[config.mk]
export PLATFORM = sky130hd
export DESIGN_NAME = stopwatch_controller
export DESIGN_NICKNAME = d
export VERILOG_FILES = /design/src/rtl/stopwatch_pkg.sv /design/src/rtl/bcd_digit_counter.sv /design/src/rtl/stopwatch_controller.sv
export SDC_FILE = /design/constraint.sdc
export NUM_CORES = 1
export LEC_CHECK = 0
export ABC_AREA = 1
export BUFFER_PORTS_ARGS = -buffer_cell sky130_fd_sc_hd__buf_4
export CAP_MARGIN = 20
export CORE_MARGIN = 1.5
export CORE_UTILIZATION = 61
export DETAILED_ROUTE_END_ITERATION = 10
export GPL_TIMING_DRIVEN = 0
export PLACE_DENSITY = 0.95
export SYNTH_ARGS = -nofsm -noshare
export SYNTH_HDL_FRONTEND = slang
export SYNTH_SLANG_ARGS = --single-unit
[constraint.sdc]
create_clock -name clk_50mhz -period 3 [get_ports clk_50mhz]
set_input_delay 0.6 -clock clk_50mhz [delete_from_list [all_inputs] [get_ports clk_50mhz]]
set_output_delay 0.6 -clock clk_50mhz [all_outputs]
set_load 0.05 [all_outputs]
[src/rtl/stopwatch_pkg.sv]
// rtl/stopwatch_pkg.sv - shared state encoding and BCD limits for the stopwatch
package stopwatch_pkg;

   typedef enum logic [1:0] {
      ST_IDLE = 2'd0,
      ST_RUN  = 2'd1,
      ST_LAP  = 2'd2,
      ST_STOP = 2'd3
   } sw_state_e;

   localparam logic [3:0] BCD_MAX_NINE    = 4'd9;
   localparam logic [3:0] BCD_MAX_FIVE    = 4'd5;
   localparam int         MAX_MIN_DEFAULT = 59;

endpackage

[src/rtl/bcd_digit_counter.sv]
// rtl/bcd_digit_counter.sv - one mod-(LIMIT+1) BCD digit with ripple carry
module bcd_digit_counter
   import stopwatch_pkg::*;
#(
   parameter logic [3:0] LIMIT = BCD_MAX_NINE
) (
   input  logic       clk,
   input  logic       rst,
   input  logic       inc_in,
   input  logic       clear,
   output logic [3:0] digit,
   output logic       carry_out
);

   logic [3:0] digit_q;
   logic [3:0] digit_d;

   // clear wins over increment so a wrap can zero the whole chain in one edge
   always_comb begin
      digit_d = digit_q;
      if (clear) begin
         digit_d = 4'd0;
      end else if (inc_in) begin
         digit_d = (digit_q == LIMIT) ? 4'd0 : digit_q + 4'd1;
      end
   end

   always_ff @(posedge clk) begin
      if (!rst) begin
         digit_q <= 4'd0;
      end else begin
         digit_q <= digit_d;
      end
   end

   assign digit     = digit_q;
   assign carry_out = inc_in & (digit_q == LIMIT);

endmodule

[src/rtl/stopwatch_controller.sv]
// rtl/stopwatch_controller.sv - mm:ss.cc stopwatch with start/stop, lap freeze and clear
module stopwatch_controller
   import stopwatch_pkg::*;
#(
   parameter int MAX_MIN = MAX_MIN_DEFAULT
) (
   input  logic       clk_50mhz,
   input  logic       rst,
   input  logic       clk_100hz,
   input  logic       btn_ss,
   input  logic       btn_lap,
   output logic [3:0] cs_tens,
   output logic [3:0] cs_ones,
   output logic [3:0] s_tens,
   output logic [3:0] s_ones,
   output logic [3:0] m_tens,
   output logic [3:0] m_ones,
   output logic       running,
   output logic       lap_hold,
   output logic       wrap
);

   localparam logic [3:0] MIN_TENS_MAX = 4'(MAX_MIN / 10);
   localparam logic [3:0] MIN_ONES_MAX = 4'(MAX_MIN % 10);

   sw_state_e   state_q, state_d;
   logic        clk_prev_q, clk_prev_d;
   logic        ss_prev_q, ss_prev_d;
   logic        lap_prev_q, lap_prev_d;
   logic [23:0] disp_q, disp_d;
   logic        wrap_q, wrap_d;

   logic        tick, ss_press, lap_press, count_inc;
   logic        at_max_min, wrap_event, cnt_clear;
   logic [3:0]  cnt_cs1, cnt_cs10, cnt_s1, cnt_s10, cnt_m1, cnt_m10;
   logic        c_cs1, c_cs10, c_s1, c_s10, c_m1, c_m10;
   logic [23:0] cnt_all;

   assign tick      = clk_100hz & ~clk_prev_q;
   assign ss_press  = btn_ss & ~ss_prev_q;
   // start/stop has priority; a simultaneous lap press is dropped
   assign lap_press = btn_lap & ~lap_prev_q & ~ss_press;
   assign count_inc = tick & ((state_q == ST_RUN) || (state_q == ST_LAP));

   assign at_max_min = (cnt_m10 == MIN_TENS_MAX) && (cnt_m1 == MIN_ONES_MAX);
   assign wrap_event = c_m10 | (c_s10 & at_max_min);
   assign cnt_clear  = (state_q == ST_IDLE) | wrap_event;
   assign cnt_all    = {cnt_m10, cnt_m1, cnt_s10, cnt_s1, cnt_cs10, cnt_cs1};

   bcd_digit_counter #(.LIMIT(BCD_MAX_NINE)) u_cs_ones (
      .clk(clk_50mhz), .rst(rst), .inc_in(count_inc), .clear(cnt_clear),
      .digit(cnt_cs1), .carry_out(c_cs1));
   bcd_digit_counter #(.LIMIT(BCD_MAX_NINE)) u_cs_tens (
      .clk(clk_50mhz), .rst(rst), .inc_in(c_cs1), .clear(cnt_clear),
      .digit(cnt_cs10), .carry_out(c_cs10));
   bcd_digit_counter #(.LIMIT(BCD_MAX_NINE)) u_s_ones (
      .clk(clk_50mhz), .rst(rst), .inc_in(c_cs10), .clear(cnt_clear),
      .digit(cnt_s1), .carry_out(c_s1));
   bcd_digit_counter #(.LIMIT(BCD_MAX_FIVE)) u_s_tens (
      .clk(clk_50mhz), .rst(rst), .inc_in(c_s1), .clear(cnt_clear),
      .digit(cnt_s10), .carry_out(c_s10));
   bcd_digit_counter #(.LIMIT(BCD_MAX_NINE)) u_m_ones (
      .clk(clk_50mhz), .rst(rst), .inc_in(c_s10), .clear(cnt_clear),
      .digit(cnt_m1), .carry_out(c_m1));
   bcd_digit_counter #(.LIMIT(BCD_MAX_FIVE)) u_m_tens (
      .clk(clk_50mhz), .rst(rst), .inc_in(c_m1), .clear(cnt_clear),
      .digit(cnt_m10), .carry_out(c_m10));

   always_comb begin
      state_d    = state_q;
      clk_prev_d = clk_100hz;
      ss_prev_d  = btn_ss;
      lap_prev_d = btn_lap;
      wrap_d     = wrap_event;
      disp_d     = (state_q == ST_LAP) ? disp_q : cnt_all;
      case (state_q)
         ST_IDLE: if (ss_press) state_d = ST_RUN;
         ST_RUN: begin
            if (ss_press)       state_d = ST_STOP;
            else if (lap_press) state_d = ST_LAP;
         end
         ST_LAP: begin
            if (ss_press)       state_d = ST_STOP;
            else if (lap_press) state_d = ST_RUN;
         end
         ST_STOP: begin
            if (ss_press)       state_d = ST_RUN;
            else if (lap_press) state_d = ST_IDLE;
         end
         default: state_d = ST_IDLE;
      endcase
   end

   always_ff @(posedge clk_50mhz) begin
      if (!rst) begin
         state_q    <= ST_IDLE;
         clk_prev_q <= 1'b0;
         ss_prev_q  <= 1'b1;
         lap_prev_q <= 1'b1;
         disp_q     <= 24'd0;
         wrap_q     <= 1'b0;
      end else begin
         state_q    <= state_d;
         clk_prev_q <= clk_prev_d;
         ss_prev_q  <= ss_prev_d;
         lap_prev_q <= lap_prev_d;
         disp_q     <= disp_d;
         wrap_q     <= wrap_d;
      end
   end

   assign {m_tens, m_ones, s_tens, s_ones, cs_tens, cs_ones} = disp_q;
   assign running  = (state_q == ST_RUN) || (state_q == ST_LAP);
   assign lap_hold = (state_q == ST_LAP);
   assign wrap     = wrap_q;

endmodule
==> flow_summary.ini <==
[outcome]
status = completed

[synth]
synth-xor-area-share_pct = 2.92
synth-simple-area-share_pct = 27.6
synth_area_leaders = dfxtp_1 45%, nand2_1 8.6%, nor2_1 7.5%, o21ai_0 7.1%, inv_1 7.0%
ys_warn_count = 0
synth.avg_cell_area_um2 = 7.37
muxShareOfSynthArea_pct = 0
synth_compound_area_share_pct = 12.7
synth_area_um2 = 2400
yosysSeqAreaShare_pct = 45.1
synth_top_area_cell = dfxtp_1
ys_types = 27
ys_seq_elements = 54
synthesis.nets = 334
synth_top_family_by_area = simple AND/OR/NAND/NOR gates
synth_fa_ha_area_share_pct = 2.09
syn_inst = 325
synth_top_area_share_pct = 45.1

[route]
drc_errors = 0
ant_nets = 0
drt_first_pass_iters = 6
wl_per_cell_um = 13.5
dr.first_iter.drc_count = 237
vias = 2190
totalWireLength_mm = 5.55
vias_per_cell = 5.34

[global_route]
grt_pass1_vias = 2087
grt_pass1_wl_mm = 9.16
grt_max_degree = 16
grt_overflow = 0
groute.usage.overall_pct = 28.3
antenna_found_initial = 0

[pwr]
irDropWorstVdd_v = 0.000364
power_density_nw_per_um2 = 612
leakagePower_nw = 1.16
finalPower_mw = 1.71

[clocking]
cts_tree = built
numClockSinks = 54
cts_hold_buf = 0
clk_latency_ns = 0.32
clk_path_buf_depth = 2
root_buffer = clkbuf_8
post_cts_buffers = 0
clk_pin_slew_ns = 0.09
cts-resized-gates = 0
numCtsBuffers = 5
htreeDepth = 2

[final_layout]
num-fill-cells = 263
nets = 371
drive_gt1_share_pct = 15.7
diodes = 0
instances_no_fill = 410
area_growth_pct = 16.6

[worst_setup_path]
required_ns = 3.21
startpoint_type = flop
crit_arrival_ns = 2.52
reg2reg_depth = 10
crit_path_max_fanout = 10
crit_type = flop to flop
worstSetupEndpointType = flop

[die]
initial_core_util_pct = 64.5
fp.coreArea_um2 = 3720
core.rowCount = 22
die_y_um = 65.7
die-area_um2 = 4310
ioPinCount = 32
die_w_um = 65.7

[sta]
rsz0062_at_grt = false
drv_slew = 0
max_slew_margin_pct = 64.6
finalHoldViolations = 0
tightest_slew_ns = 0.529
fin_crit_sh_pct = 77.0
fmax_mhz = 433
period_minus_slack_ns = 2.31
clock_skew_ns = 0.00719
setup_viol = 0
fin_setup_tns_ns = 0

[hold_path]
whs_path_depth = 3
holdCritPathClass = input pin to flop

[job]
cap_violations = 0

[placement]
hpwl_mm = 3.89
io_buffers = 30
globalplace.congestion = 0.797
dp.cells = 403
-- metrics by stage --
step | instance area (um2) | setup slack, ns | utilization [%] | hold WS (ns)
6_report | 2790 | 0.689 | 75.2 | 0.462
3_3_place_gp | 2680 | 0.859 | 72.2 | 0.472
2_1_floorplan | 2400 | 0.789 | - | 0.458
4_1_cts | 2790 | 0.709 | 75.2 | 0.460
5_1_grt | 2790 | 0.530 | 75.2 | 0.474
3_5_place_dp | 2680 | 0.755 | 72.2 | 0.475
-- routing by layer --
layer	share of wire, %	vias to the layer above	global-route usage [%]
met5	0	-	0
met4	2.1	0	12.8
met3	7.5	10	7.02
met2	51	81	48.5
met1	40	1000	33.1
li1	-	1099	-
-- area by class of cell --
type                    instances  area [um2]  share of cell area [%]
well taps                      48        60.1                    2.15
plain buffers                   9        48.8                    1.75
repair buffers                 30         225                    8.06
clock buffers                   6        82.6                    2.96
clock inverters                 1        30.0                    1.07
multi-input cells             214        1090                    38.9
inverters                      48         180                    6.45
flip-flops and latches         54        1080                    38.7
-- worst paths after layout --
check / from / end / slack, ns
setup / recovery: state_q[0] / u_m_tens.digit[3] / 0.69
hold / removal: btn_ss / ss_prev_q / 0.46
setup reg to reg: state_q[0] / u_m_tens.digit[3] / 0.69
hold reg to reg: disp_q[7] / disp_q[7] / 0.49
-- power breakdown --
| part | switching, mW | internal (mW) | total (mW) |
|---|---|---|---|
| Combinational | 0.302 | 0.123 | 0.425 |
| Sequential | 0.0274 | 0.757 | 0.785 |
| Clock | 0.234 | 0.267 | 0.501 |
| Total | 0.564 | 1.15 | 1.71 |
-- placed cells by master, fill, tap and decap left out --
cell type  instances
o211ai_1           1
nand4_4            1
ha_1               4
or2_1              1
inv_2              3
inv_1             45
or2_2              2
nand2_2            2
nand3_1           14
xor2_1             7
clkbuf_8           6
bufinv_16          1
buf_4             30
nor3_2             1
a21oi_1           24
nand3_2            1
dfxtp_1           54
nor3_4             1
nand4_1            8
nor2_4             2
clkbuf_1           7
buf_6              2
nand2_4            1
nand2_1           55
nor2_2             4
nor2_1            48
a21o_1             1
xnor2_1            1
nand2b_1           1
o21ai_0           34
-- cells by family after synthesis --
kind of cell | Yosys count
DFF | 54
xor gates and xnor gates | 8
adders and majority gates | 4
buffers and inverters | 57
and+or+nand+nor | 142
AOI/OAI and AO/OA | 60
-- state kept, by name (all words and copies together) (netlist names) --
name	count
disp_q	24
u_m_tens.digit	4
u_s_tens.digit	4
ss_prev_q	1
u_cs_ones.digit	4
u_cs_tens.digit	4
clk_prev_q	1
u_s_ones.digit	4
u_m_ones.digit	4
lap_prev_q	1
state_q	2
wrap	1
-- Yosys cell counts --
cell      number
nor2_4         2
a21o_1         1
nand2_1       55
clkbuf_1       7
a21oi_1       24
nor3_4         1
nor3_2         1
nand4_1        8
dfxtp_1       54
buf_6          2
nor2_1        48
nor2_2         4
nand4_4        1
nand2b_1       1
xnor2_1        1
nand3_2        1
nand2_2        2
or2_1          1
ha_1           4
xor2_1         7
inv_1         45
o211ai_1       1
inv_2          3
nand3_1       14
nand2_4        1
o21ai_0       34
or2_2          2
-- worst max-delay path, stage by stage, from the launching register on --
cell     delay (ns)
dfxtp_1        0.45
inv_1          0.10
ha_1           0.33
nand2_1        0.07
nor2_1         0.30
nand3_2        0.21
nor2_4         0.25
nand4_4        0.15
nand2_4        0.13
buf_6          0.15
nor2_1         0.07
Power figures use the tool's default switching activity.
